--- config.mk ---
export PLATFORM = sky130hd
export DESIGN_NAME = core_mem_arbiter
export DESIGN_NICKNAME = d
export VERILOG_FILES = /design/src/rtl/arb_pkg.sv /design/src/rtl/arb_lane_fmt.sv /design/src/rtl/core_mem_arbiter.sv
export SDC_FILE = /design/constraint.sdc
export NUM_CORES = 1
export LEC_CHECK = 0
export CAP_MARGIN = 20
export CORE_ASPECT_RATIO = 1.75
export CORE_MARGIN = 5
export CORE_UTILIZATION = 47
export DETAILED_ROUTE_END_ITERATION = 10
export PLACE_DENSITY = 0.95
export RECOVER_POWER = 25
export SLEW_MARGIN = 5
export SYNTH_ARGS = -nofsm -noshare
export SYNTH_HDL_FRONTEND = slang
export SYNTH_SLANG_ARGS = --single-unit
--- constraint.sdc ---
create_clock -name CLK -period 3.75 [get_ports CLK]
set_clock_uncertainty 0.2 [all_clocks]
set_input_delay 0.375 -clock CLK [delete_from_list [all_inputs] [get_ports CLK]]
set_output_delay 0.375 -clock CLK [all_outputs]
set_load 0.01 [all_outputs]
--- src/rtl/arb_pkg.sv ---
// Shared types and constants for the core memory arbiter.
// Holds the FSM state, grant encoding and access-size codes.
package arb_pkg;

    typedef enum logic [1:0] {
        IDLE = 2'd0,
        IBUS = 2'd1,
        DBUS = 2'd2,
        DONE = 2'd3
    } arb_state_e;

    typedef enum logic {
        FETCH = 1'b0,
        DATA  = 1'b1
    } arb_grant_e;

    localparam logic [2:0] SZ_B = 3'd1;
    localparam logic [2:0] SZ_H = 3'd2;
    localparam logic [2:0] SZ_W = 3'd4;

endpackage

--- src/rtl/arb_lane_fmt.sv ---
// Combinational lane formatter: byte enables, write-lane replication and
// misalignment detection for a data-port access.
module arb_lane_fmt
    import arb_pkg::*;
(
    input  logic [2:0]  dlen,
    input  logic [1:0]  addr_lo,
    input  logic [31:0] wdata,
    output logic [3:0]  be,
    output logic [31:0] wdata_rep,
    output logic        misalign
);

    always_comb begin
        be        = 4'h0;
        wdata_rep = wdata;
        misalign  = 1'b0;
        case (dlen)
            SZ_B: begin
                be        = 4'b0001 << addr_lo;
                wdata_rep = {4{wdata[7:0]}};
            end
            SZ_H: begin
                be        = 4'b0011 << {addr_lo[1], 1'b0};
                wdata_rep = {2{wdata[15:0]}};
                misalign  = addr_lo[0];
            end
            SZ_W: begin
                be        = 4'hF;
                misalign  = |addr_lo;
            end
            // Any other size code is illegal and is reported as an error.
            default: misalign = 1'b1;
        endcase
    end

endmodule

--- src/rtl/core_mem_arbiter.sv ---
// Arbitrates the core's fetch and data ports onto one registered external
// bus with wait states, timeout, misalignment errors and a core stall.
module core_mem_arbiter
    import arb_pkg::*;
#(
    parameter int TIMEOUT = 255,
    parameter int DPRIO   = 1
) (
    input  logic        CLK,
    input  logic        RES,
    input  logic        IREQ,
    input  logic [31:0] IADDR,
    output logic        IACK,
    output logic [31:0] IDATA,
    input  logic        DAS,
    input  logic        DRD,
    input  logic        DWR,
    input  logic [31:0] DADDR,
    input  logic [2:0]  DLEN,
    input  logic [31:0] DATAO,
    output logic [31:0] DATAI,
    output logic        DACK,
    output logic        HLT,
    output logic        BERR,
    output logic [31:0] XADDR,
    output logic [31:0] XDATAO,
    output logic [3:0]  XBE,
    output logic        XRD,
    output logic        XWR,
    input  logic [31:0] XDATAI,
    input  logic        XRDY,
    input  logic        XBERR,
    output arb_state_e  dbg_state
);

    localparam int CW = (TIMEOUT > 2) ? $clog2(TIMEOUT) : 1;
    localparam logic [CW-1:0] TMO_LAST = CW'(TIMEOUT - 1);

    arb_state_e  state_q, state_d;
    arb_grant_e  last_q, last_d;
    logic [CW-1:0] cnt_q, cnt_d;
    logic [31:0] xaddr_q, xaddr_d;
    logic [31:0] xdatao_q, xdatao_d;
    logic [3:0]  xbe_q, xbe_d;
    logic        xrd_q, xrd_d;
    logic        xwr_q, xwr_d;
    logic        iack_q, iack_d;
    logic        dack_q, dack_d;
    logic        berr_q, berr_d;
    logic [31:0] idata_q, idata_d;
    logic [31:0] datai_q, datai_d;

    logic        d_req;
    logic        fmt_misalign;
    logic [3:0]  fmt_be;
    logic [31:0] fmt_wdata;
    logic        tmo_hit;
    arb_grant_e  pick;

    assign d_req = DAS & (DRD | DWR);

    arb_lane_fmt u_lane_fmt (
        .dlen      (DLEN),
        .addr_lo   (DADDR[1:0]),
        .wdata     (DATAO),
        .be        (fmt_be),
        .wdata_rep (fmt_wdata),
        .misalign  (fmt_misalign)
    );

    assign tmo_hit = (TIMEOUT != 0) && (cnt_q == TMO_LAST) && !XRDY;

    always_comb begin
        state_d  = state_q;
        last_d   = last_q;
        cnt_d    = cnt_q;
        xaddr_d  = xaddr_q;
        xdatao_d = xdatao_q;
        xbe_d    = xbe_q;
        xrd_d    = xrd_q;
        xwr_d    = xwr_q;
        iack_d   = 1'b0;
        dack_d   = 1'b0;
        berr_d   = 1'b0;
        idata_d  = idata_q;
        datai_d  = datai_q;
        // Data wins when alone, under fixed priority, or when fetch went last.
        pick     = (d_req && (!IREQ || DPRIO != 0 || last_q == FETCH)) ? DATA : FETCH;

        case (state_q)
            IDLE: begin
                if (IREQ || d_req) begin
                    last_d = pick;
                    cnt_d  = '0;
                    if (pick == FETCH) begin
                        if (IADDR[1:0] != 2'b00) begin
                            state_d = DONE;
                            iack_d  = 1'b1;
                            berr_d  = 1'b1;
                        end else begin
                            state_d = IBUS;
                            xaddr_d = {IADDR[31:2], 2'b00};
                            xbe_d   = 4'hF;
                            xrd_d   = 1'b1;
                        end
                    end else begin
                        if (fmt_misalign) begin
                            state_d = DONE;
                            dack_d  = 1'b1;
                            berr_d  = 1'b1;
                        end else begin
                            state_d  = DBUS;
                            xaddr_d  = {DADDR[31:2], 2'b00};
                            xbe_d    = fmt_be;
                            xdatao_d = fmt_wdata;
                            xrd_d    = DRD;
                            xwr_d    = DWR & ~DRD;
                        end
                    end
                end
            end
            IBUS, DBUS: begin
                if (XRDY || XBERR || tmo_hit) begin
                    state_d = DONE;
                    xrd_d   = 1'b0;
                    xwr_d   = 1'b0;
                    berr_d  = XBERR | tmo_hit;
                    iack_d  = (state_q == IBUS);
                    dack_d  = (state_q == DBUS);
                    // Timeout carries no valid data, so nothing is latched then.
                    if (XRDY || XBERR) begin
                        if (state_q == IBUS) begin
                            idata_d = XDATAI;
                        end else if (xrd_q) begin
                            datai_d = XDATAI;
                        end
                    end
                end else begin
                    cnt_d = cnt_q + CW'(1);
                end
            end
            DONE: begin
                state_d = IDLE;
            end
            default: begin
                state_d = IDLE;
            end
        endcase
    end

    always_ff @(posedge CLK or negedge RES) begin
        if (!RES) begin
            state_q  <= IDLE;
            last_q   <= FETCH;
            cnt_q    <= '0;
            xaddr_q  <= '0;
            xdatao_q <= '0;
            xbe_q    <= '0;
            xrd_q    <= 1'b0;
            xwr_q    <= 1'b0;
            iack_q   <= 1'b0;
            dack_q   <= 1'b0;
            berr_q   <= 1'b0;
            idata_q  <= '0;
            datai_q  <= '0;
        end else begin
            state_q  <= state_d;
            last_q   <= last_d;
            cnt_q    <= cnt_d;
            xaddr_q  <= xaddr_d;
            xdatao_q <= xdatao_d;
            xbe_q    <= xbe_d;
            xrd_q    <= xrd_d;
            xwr_q    <= xwr_d;
            iack_q   <= iack_d;
            dack_q   <= dack_d;
            berr_q   <= berr_d;
            idata_q  <= idata_d;
            datai_q  <= datai_d;
        end
    end

    assign IACK      = iack_q;
    assign DACK      = dack_q;
    assign BERR      = berr_q;
    assign IDATA     = idata_q;
    assign DATAI     = datai_q;
    assign XADDR     = xaddr_q;
    assign XDATAO    = xdatao_q;
    assign XBE       = xbe_q;
    assign XRD       = xrd_q;
    assign XWR       = xwr_q;
    assign HLT       = (IREQ & ~iack_q) | (d_req & ~dack_q);
    assign dbg_state = state_q;

endmodule

==> impl_metrics.csv <==
group,metric,value,unit
status,result_of_the_run,"finished, violations left",
status,violations_in_the_final_reports,"max-capacitance violations, max-slew violations",
timing,period_needed,2850,ps
routing,routedWlPerCell,20.1,um
pwr,share_comb_of_total_power,0.437,
clock_network,cts-root-buf,"clkbuf_16",
floorplan,ios,279,
logic_synthesis,synth_simple_gate_area_share,0.118,
clock_network,cts.reportedPaths.clkPinSlew,60,ps
final_layout,area_used_by_sequential_logic_in_the_layout,0.00363,mm2
logic_synthesis,netlist_area,0.00703,mm2
critical_path,critical_path.cell_chain,"inv_1 > ha_1 > nand2_1 > o21ai_4 > buf_4 > mux2_2",
logic_synthesis,synth_edf_count,0,
floorplan,floorplan.die_area,0.0176,mm2
timing,layout_worst_path_cycle_share,0.759,
critical_path,critical-path-max-stage-delay,480,ps
pwr,p_clk_frac,0.219,
pwr,report.power.total,8.03,mW
final_layout,antenna-diode-count,0,
final_layout,final_cells,1079,
timing,clock.fmax,351,MHz
grt,grt_pass1_vias,6176,
logic_synthesis,post_synth_inst_count,613,
critical_path,cp_slowest_cell,"nand2_1",
floorplan,die_height,172,um
final_layout,layout-area-overhead-vs-synth,49.9,%
placed_design,detailed_place.area,0.00992,mm2
floorplan,rows,59,
clock_network,clkSinkCount,145,
timing,slew_headroom,-0.190,
critical_path,timing.critical_path.from_type,"register",
clock_network,post_cts.resized_instances,0,
pwr,vdd_drop_max,0.666,mV
final_layout,multi_input_comb_area,0.00318,mm2
timing,grt_setup_unrepaired,"no",
grt,gr-total-overflow,0,
routing,postRouteAntennaNets,0,
clock_network,cts.hold.buffers_added,1,
logic_synthesis,synth.yosys.seq_area_share,0.516,
logic_synthesis,unique_masters_post_synth,47,
routing,finalWirelength,21.7,mm
critical_path,critical_path_required_time,3840,ps
logic_synthesis,synth_compound_gate_area_share,0.0835,
placed_design,placement.setup.worst_slack,545,ps
pwr,seq_power_share,0.343,
placed_design,detailedPlacementHpwl,16.0,mm
critical_path,crit_arrival,2940,ps
grt,grt_first_pass_wirelength,32.9,mm
placed_design,global_placement_routability_congestion,0.868,
grt,grt_max_degree,76,
clock_network,post_cts_repair_setup_buffers,0,
critical_path,worst-path-buf-inv,2,
logic_synthesis,yosys_most_used_dff,"dfrtp_1",
timing,slew_violations,71,
floorplan,start_util,0.476,
logic_synthesis,synth.mux.area_fraction,0.233,
critical_path,crit_path_max_fanout,34,
logic_synthesis,postSynthRegisterBits,145,
placed_design,dpl.cell_count,1045,
pwr,proportion_of_total_power_due_to_net_switching,0.329,
floorplan,die_x,102,um
timing,fin_hold_ws,306,ps
timing,finalSetupViolations,0,
pwr,power.leakage,4.50,nW
clock_network,htree_levels,4,
pwr,cellInternalPower,5.38,mW
timing,setup_total_negative_slack,0,ps
pwr,power_switching,2.64,mW
run,max_cap_violations,1,
routing,drt-vias-per-instance,5.41,
logic_synthesis,synthesis.area_per_instance,11.5,um2
clock_network,clkLatencyLatePin,410,ps
final_layout,fill_cells,1011,
routing,drt_iter0_drc,259,
timing,worst_slew_pin_slew,1780,ps
clock_network,tritoncts,"done",
critical_path,crit_family,"buffers and inverters",
clock_network,cts_buffers,17,
logic_synthesis,yosys.area_share.xor_xnor,0.00125,
worst_hold_path,timing.hold.worst.class,"register to register",
routing,via_count,5833,
routing,drt_pre_antenna_iters,5,
floorplan,core_area,0.0148,mm2
logic_synthesis,synth_fa_ha_area_frac,0.0142,
critical_path,critical_path_capture_point_type,"register",
logic_synthesis,synth_async_sr_flop_share,1.00,
grt,antenna_found_initial,0,
placed_design,portBuffers,276,
final_layout,design_area,0.0105,mm2
pwr,power_density,762,mW/mm2
final_layout,num-nets-final,1030,
clock_network,ctsLongestPathBuffers,2,
logic_synthesis,largest_family_of_logic_cells_by_synthesized_area,"multiplexers",
final_layout,post_route_cells_drive_above_1_share,0.219,
final_layout,finish.utilization,0.714,
timing,postLayoutSetupSlackWorst,903,ps
grt,grt_use_total,0.244,
timing,hold_viol,0,
routing,remaining_drc_errors,0,
critical_path,worstSetupPathType,"register to register",
logic_synthesis,yosysWarnings,0,
[metal layers]
metal / part of all wire / GRT usage / up-vias
met3: 0.064 / 0.0674 / 64
met1: 0.36 / 0.270 / 2842
met5: 0 / 0 / -
met2: 0.53 / 0.423 / 235
li1: - / - / 2692
met4: 0.050 / 0.122 / 0
[worst reg2reg max path: cells and delay by family (launching register included)]
family / cells / cell delay [ps]
buf+inv: 2 / 570
simple gates: 1 / 490
flops: 1 / 430
mux: 1 / 420
fa+ha+maj: 1 / 360
compound gates: 1 / 280
[flip-flops by register name, indices dropped and copies added, names as in the netlist]
name and cells:
XBE 4, XRD 1, IDATA 32, BERR 1, XDATAO 32, cnt_q 8, dbg_state 2, DATAI 32
XWR 1, DACK 1, IACK 1, XADDR 30
[placed cells by master (no fill, tap or decap), types with 3 or more instances in the layout]
| master | n |
|---|---|
| a211oi_1 | 3 |
| a21oi_1 | 10 |
| a31oi_1 | 4 |
| buf_4 | 9 |
| clkbuf_16 | 17 |
| clkdlybuf4s50_1 | 275 |
| dfrtp_1 | 145 |
| ha_1 | 8 |
| inv_1 | 9 |
| inv_6 | 5 |
| inv_8 | 5 |
| mux2_2 | 138 |
| mux2i_1 | 8 |
| nand2_1 | 112 |
| nand2b_1 | 8 |
| nand3_1 | 7 |
| nand4_1 | 3 |
| nor2_1 | 31 |
| nor2b_1 | 3 |
| nor3_1 | 3 |
| o211ai_1 | 9 |
| o21ai_0 | 25 |
| o221ai_1 | 9 |
| o22ai_1 | 3 |
| o31ai_1 | 10 |
[cell type report]
cell class | count | area share
well taps | 183 | 0.0217
repair buffers | 288 | 0.271
clock inverters | 15 | 0.0175
clock buffers | 17 | 0.0404
flip-flops and latches | 145 | 0.344
inverters | 9 | 0.00321
multi-input cells | 422 | 0.301
[power by group through the flow]
| stage | Sequential, mW | Clock (mW) | Combinational (mW) |
|---|---|---|---|
| floorplan | 3.03 | 0 | 1.17 |
| global placement | 2.70 | 0 | 3.41 |
| detailed placement | 2.76 | 0 | 3.50 |
| CTS | 2.75 | 1.79 | 3.54 |
| global route | 2.85 | 1.87 | 3.73 |
| finish | 2.76 | 1.76 | 3.51 |
[cells by family after synthesis]
group	count (synthesis)
muxes	146
buffers and inverters	47
xor gates and xnor gates	1
other	1
and+or+nand+nor	180
adders and majority gates	8
AOI/OAI and AO/OA	85
DFF	145
[final timing paths]
kind / from / endpoint / slack, ps / cells past startpoint
setup / recovery: dbg_state[0] / XADDR[21] / 900 / 6
hold / removal: XADDR[28] / XADDR[28] / 310 / 1
setup reg to reg: dbg_state[0] / XADDR[21] / 900 / 6
hold reg to reg: XADDR[28] / XADDR[28] / 310 / 1
max in group asynchronous: RES / XDATAO[5] / 1390 / 3
min in group asynchronous: RES / DATAI[6] / 790 / 2
[cells in the mapped netlist, types with 2 or more instances]
cell type / count / area [um2]
a32oi_1: 2 / 17.5
a31oi_1: 4 / 25.0
mux2i_1: 8 / 80.1
o221ai_1: 9 / 78.8
buf_2: 11 / 55.1
buf_1: 5 / 18.8
nor2b_1: 3 / 18.8
nor4b_4: 2 / 47.6
nand4_1: 3 / 18.8
nand2_1: 112 / 420
o21ai_1: 2 / 10.0
dfrtp_1: 145 / 3630
nor2_1: 31 / 116
mux2_2: 138 / 1550
nor3_1: 4 / 20.0
o31ai_1: 10 / 75.1
nand3_1: 7 / 35.0
nand2b_1: 8 / 50.1
o22ai_1: 3 / 18.8
clkbuf_1: 13 / 48.8
a21oi_1: 10 / 50.1
nor3b_2: 2 / 25.0
ha_1: 8 / 100
o21ai_0: 25 / 125
a211oi_1: 3 / 22.5
buf_6: 4 / 45.0
o211ai_1: 9 / 67.6
inv_1: 9 / 33.8
buf_4: 5 / 37.5
(Power assumes the default switching activity.)
